--- config.mk ---
export PLATFORM = sky130hd
export DESIGN_NAME = muldiv
export DESIGN_NICKNAME = d
export VERILOG_FILES = /design/src/rtl/muldiv.sv
export SDC_FILE = /design/constraint.sdc
export NUM_CORES = 1
export LEC_CHECK = 0
export ABC_AREA = 1
export ABC_CLOCK_PERIOD_IN_PS = 5750
export CAP_MARGIN = 20
export CORE_MARGIN = 8
export CORE_UTILIZATION = 32
export DETAILED_ROUTE_END_ITERATION = 10
export PLACE_DENSITY_LB_ADDON = 0.25
export RECOVER_POWER = 100
export SETUP_SLACK_MARGIN = 0.5
export SYNTH_ARGS = -nofsm -noshare
export SYNTH_HDL_FRONTEND = slang
export SYNTH_SLANG_ARGS = --single-unit
--- constraint.sdc ---
create_clock -name clk -period 5.75 [get_ports clk]
set_input_delay 1.15 -clock clk [delete_from_list [all_inputs] [get_ports clk]]
set_output_delay 1.15 -clock clk [all_outputs]
set_load 0.01 [all_outputs]
--- src/rtl/muldiv.sv ---
// muldiv: iterative 32-cycle MULT/MULTU/DIV/DIVU unit with HI/LO registers
//   clk, rst        : clock, synchronous active-high reset
//   A, B, op        : operands and operation (00 MULT, 01 MULTU, 10 DIV, 11 DIVU)
//   start, flush    : begin an operation / cancel any in-flight or requested one
//   mthi, mtlo      : write A into hi / lo when not busy
//   hi, lo          : result registers
//   busy, done, dz  : running, one-cycle completion pulse, last division by zero
module muldiv (
  input  logic        clk,
  input  logic        rst,
  input  logic [31:0] A,
  input  logic [31:0] B,
  input  logic [1:0]  op,
  input  logic        start,
  input  logic        flush,
  input  logic        mthi,
  input  logic        mtlo,
  output logic [31:0] hi,
  output logic [31:0] lo,
  output logic        busy,
  output logic        done,
  output logic        dz
);
  localparam logic [1:0] S_IDLE = 2'd0;
  localparam logic [1:0] S_RUN  = 2'd1;
  localparam logic [1:0] S_DONE = 2'd2;
  logic [1:0]  r_state;
  logic [4:0]  r_cnt;
  logic [63:0] r_p;
  logic [31:0] r_m;
  logic        r_div, r_neg_q, r_neg_r, r_bz;
  logic        w_acc;
  logic [31:0] w_abs_a, w_abs_b, w_quo, w_rem;
  logic [32:0] w_mul_sum, w_div_diff;
  logic [63:0] w_step, w_prod;
  assign busy = r_state == S_RUN;
  assign done = r_state == S_DONE;
  // r_p holds {partial product, multiplier} for multiply and {remainder, dividend/quotient} for divide
  always_comb begin
    w_acc      = start & ~flush & ~busy;
    w_abs_a    = (~op[0] & A[31]) ? -A : A;
    w_abs_b    = (~op[0] & B[31]) ? -B : B;
    w_mul_sum  = {1'b0, r_p[63:32]} + (r_p[0] ? {1'b0, r_m} : 33'd0);
    // remainder < divisor, so bit 32 of the trial difference is the borrow
    w_div_diff = r_p[63:31] - {1'b0, r_m};
    w_step     = r_div ? (w_div_diff[32] ? {r_p[62:0], 1'b0} : {w_div_diff[31:0], r_p[30:0], 1'b1})
                       : {w_mul_sum, r_p[31:1]};
    w_prod     = r_neg_q ? -w_step : w_step;
    w_quo      = r_neg_q ? -w_step[31:0] : w_step[31:0];
    w_rem      = r_neg_r ? -w_step[63:32] : w_step[63:32];
  end
  always_ff @(posedge clk) begin
    if (rst) begin
      r_state <= S_IDLE;
      r_cnt   <= 5'd0;
      r_p     <= 64'd0;
      r_m     <= 32'd0;
      r_div   <= 1'b0;
      r_neg_q <= 1'b0;
      r_neg_r <= 1'b0;
      r_bz    <= 1'b0;
      hi      <= 32'd0;
      lo      <= 32'd0;
      dz      <= 1'b0;
    end else begin
      if (~busy & mthi) hi <= A;
      if (~busy & mtlo) lo <= A;
      if (flush) r_state <= S_IDLE;
      else if (w_acc) begin
        r_state <= S_RUN;
        r_cnt   <= 5'd0;
        dz      <= 1'b0;
        r_div   <= op[1];
        r_neg_q <= ~op[0] & (A[31] ^ B[31]);
        r_neg_r <= ~op[0] & A[31];
        r_bz    <= B == 32'd0;
        r_m     <= w_abs_b;
        r_p     <= {32'd0, w_abs_a};
      end else if (busy) begin
        r_cnt <= r_cnt + 5'd1;
        r_p   <= w_step;
        if (r_cnt == 5'd31) begin
          r_state <= S_DONE;
          dz      <= r_div & r_bz;
          // divide by zero runs the full length but leaves hi/lo untouched
          if (~(r_div & r_bz)) begin
            hi <= r_div ? w_rem : w_prod[63:32];
            lo <= r_div ? w_quo : w_prod[31:0];
          end
        end
      end else r_state <= S_IDLE;
    end
  end
endmodule

==> flow_results.org <==
** Final layout
- Final non-filler cell area :: 20500 um^2
- Synth-to-layout area growth :: 15.2%
- Layout filler cell count :: 6303
- The number of antenna diodes in the final layout is 0.
- Share of the core filled with cells in the final layout :: 37.2%
- Commonest non-fill, non-tap cells in the layout :: 985 x nand2_1, 447 x inv_1, 272 x nor2_1
- The library cell used most frequently in the layout, excluding fill and tap cells, is nand2_1.
- In the final layout, the share of cells above drive strength 1 is 5.09%.
- Layout net count :: 3411

** Clock network
- # clock sinks :: 172
- Library cell used as clock root buffer :: clkbuf_16
- No sink is reached through more buffers than the 2 on the longest clock path.
- Worst-skew pair later-pin latency :: 0.49 ns
- TritonCTS built the clock tree.
- CTS Hold Bufs :: 0
- Counting the buffers created by CTS gives 17.
- Clock-pin slew was measured on the worst setup and hold paths at 0.08 ns.
- The H-tree was split into 4 levels.

** Setup path
- At the worst endpoint, the required time is 6.13 ns.
- In this run the register-to-register setup slack is 0.75 ns.
- The endpoint identified for the worst register-to-register timing path is hi[31].
- Worst Path Arrival :: 5.38 ns
- STA classifies the critical path endpoint as a flop.
- Slowest-stage cell, CP :: nand3_1
- STA classifies the critical path startpoint as a flop.
- The number of cells on the worst reg-to-reg path is 27.
- Among cell families on the critical path, the largest total delay comes from simple AND/OR/NAND/NOR gates.
- Counting stages on the worst path, the most repeated cell is nand3_1.
- Worst r2r src :: r_p[31]
- The critical path contains buffers and inverters numbering 5 combined.
- Stage delay of the slowest cell on the critical path :: 0.51 ns
- Highest fanout seen on the critical path :: 12
- Type of the worst setup path :: flop to flop

** STA
- Final min period :: 5.00 ns
- Share of the clock period used by the worst path after layout :: 87.0%
- Timing would allow up to 200 MHz.
- The hold violation count in the final report was 0.
- Clock skew on the completed layout was measured at 0.0165 ns.
- Setup repair after global routing left no endpoint under its margin.
- Across all hold checks on the routed design, the worst slack comes to 0.469 ns.
- Number of slew-limit violations in the final report :: 84
- Worst-margin pin slew :: 2.30 ns
- Final setup vio count :: 0
- Sum of negative setup slack :: 0 ns
- Max-Slew Margin vs Limit :: -53.2%

** Pwr
- In this run the static leakage power is 10.1 nW.
- Net switching share of the total power :: 38.7%
- The share of total power dissipated in the clock network is 34.8%.
- Combinational cell fraction of total power :: 31.3%
- The internal power of the cells totals 2.36 mW.
- Power density cells :: 188 nW/um^2
- Total Power Consumption :: 3.86 mW
- Sw power :: 1.49 mW
- Per report_power, the sequential group accounts for 33.9% of the total.
- VDD sags by at most 179 uV.

** Synth
- Library cell with the largest summed area after synthesis :: nand2_1
- Post-synthesis instance total :: 3199
- The share of the Yosys chip area taken by registers is 19.3%.
- Synthesis Warnings :: 0
- Count of distinct cell types in the synthesized netlist :: 54
- The cell area that synthesis handed to floorplanning was 17800 um^2.
- Proportion of netlist area held by the largest area contributor :: 20.8%
- Synthesized Nets :: 3343
- Synthesized area per cell :: 5.57 um^2
- Post-synthesis async set-or-reset flop share :: 0%
- After synthesis, the cell types taking the most area are nand2_1 21%, dfxtp_1 19%, inv_1 9.4%.
- Yosys mapped a number of flops with a built-in enable equal to 0.
- FF+latch count, synth :: 172
- Among all flip-flop cells after synthesis, the most frequent one is dfxtp_1.

** Placement
- The placed instances occupy a cell area of 19800 um^2.
- After legalization and detailed placement, the total HPWL measured 62.6 mm.
- Port Buf Inserts :: 138
- Weighted congestion reported at the end of routability-driven placement :: 1.01

** Floorplan
- The initial utilization of the core area, before any placement, comes to 32.3%.
- Pin placement for this block handled 139 I/O pins.
- Vertical die dimension :: 252 um
- The floorplan step set the die width to 252 um.
- The floorplan step defined a core boundary enclosing 55100 um^2.
- Number of cell rows :: 86
- Total die area :: 63400 um^2

** Global route
- Pin count of the biggest net entering global routing :: 117
- The first global-routing pass estimated 120 mm of wire.
- The total overflow left after global routing is 0.
- Global routing consumed, over all layers together, 24.4% of the routing resources.
- The number of global-route vias before repair came to 19159.
- Antenna violations before repair :: 0

** Min path
- Worst min-delay path startpoint :: r_p[8]
- Endpoint of the worst hold path :: r_p[8]
- The path class of the tightest hold or removal check is flop to flop.
- The worst hold path was traced through 2 stages.

** Run status
- The final reports fail on max-capacitance violations, max-slew violations.
- The flow ran to the end, but the final reports show violations.

** Route
- Routed Antenna Nets :: 0
- Vias post-DR :: 21378
- The first detailed-routing pass took 5 iterations.
- Wire per inst :: 19.9 um
- After detailed routing, the number of remaining DRC violations is 0.
- The routed design has 80.3 mm of wire.
- After the first detailed-routing iteration, the DRC count stood at 2508.
- Vias per cell :: 5.31

** Job
- Max-cap violations in this run came to 2.
Yosys cell counts (all sizes together) (29+ instances only):
| cell type | number |
|---|---|
| o21ai | 289 |
| nor3 | 49 |
| a31oi | 29 |
| nand4 | 35 |
| inv | 459 |
| ha | 70 |
| xor2 | 41 |
| clkbuf | 91 |
| a21oi | 242 |
| nand3 | 220 |
| nor2 | 296 |
| buf | 31 |
| dfxtp | 172 |
| nand2 | 1009 |
final cells by class:
cell class	count	area (um^2)	area share, %
timing repair buffer	170	1620	7.88
sequential	172	3450	16.8
inverter	462	1740	8.46
tap	748	936	4.56
multi-input combinational	2444	12100	59.1
clock buffer	20	467	2.28
clock inverter	12	175	0.854
what timing repair did:
action,4_1_cts,5_1_grt
setup buffers,0,8
setup endpoints to repair,0,13
gates resized for setup,0,4
worst max-delay path by stage:
stage                        end    start  depth (start not counted)  slack [ns]
after global placement    hi[30]  r_p[31]                         32        0.88
after CTS                 hi[30]  r_p[31]                         32        0.66
after floorplan           hi[30]  r_p[31]                         33        1.66
after detailed placement  hi[30]  r_p[31]                         32        0.69
after global routing      hi[30]  r_p[31]                         33        0.24
final                     hi[31]  r_p[31]                         27        0.75
per-layer routing:
metal	vias to the layer above	GRT usage [%]	share of wire [%]
li1	10486	-	-
met1	9831	35.2	47
met2	944	36.0	42
met3	117	4.40	8.6
met4	0	8.12	3.1
met5	-	0	0
worst reg2reg max path, stage by stage, from the launching register on:
cell and delay [ns]:
dfxtp_1 0.31, inv_1 0.09, ha_1 0.21, inv_1 0.11, fa_1 0.45, nand2_1 0.09
nand2_1 0.08, nand3_1 0.10, nand2_2 0.10, nand2_2 0.09, nand2_2 0.06, nand2_2 0.11
nand3_4 0.13, buf_4 0.16, nand3_1 0.51, nand2_1 0.33, nor2_1 0.28, nand3_1 0.23
nor2_1 0.20, inv_1 0.08, nor2_1 0.20, nand2_1 0.09, a21oi_1 0.25, nand3_1 0.21
nand3_1 0.11, nand3_1 0.15, nand2_1 0.13, inv_1 0.04
flip-flops by register name, indices dropped and copies added (netlist names):
name     cells
r_cnt        5
r_neg_r      1
hi          32
r_m         32
r_p         64
r_div        1
r_neg_q      1
dz           1
r_state      2
r_bz         1
lo          32
power by group through the flow:
stage                     clock (mW)  sequential [mW]  combinational [mW]
after floorplan                    0             1.32               0.749
after global placement             0             1.33                1.19
after detailed placement           0             1.33                1.18
after CTS                       1.35             1.31                1.19
after global routing            1.39             1.31                1.32
final                           1.34             1.31                1.21
metrics by stage:
stage	cells	setup slack [ns]
floorplan	3199	1.66
global placement	3987	0.882
detailed placement	3987	0.690
CTS	4019	0.659
global route	4028	0.244
finish	4028	0.748
cell families (layout without fill, tap and decap cells):
| group | count (synthesis) | after routing | share of synthesized area, % |
|---|---|---|---|
| DFF | 172 | 172 | 19.3 |
| adders and majority gates | 72 | 72 | 5.14 |
| xor gates and xnor gates | 60 | 60 | 2.95 |
| and+or+nand+nor | 1667 | 1668 | 39.8 |
| buffers and inverters | 584 | 664 | 12.7 |
| AOI/OAI and AO/OA | 641 | 641 | 19.9 |
| muxes | 3 | 3 | 0.169 |
No activity file was read; power rests on OpenSTA's default activity.
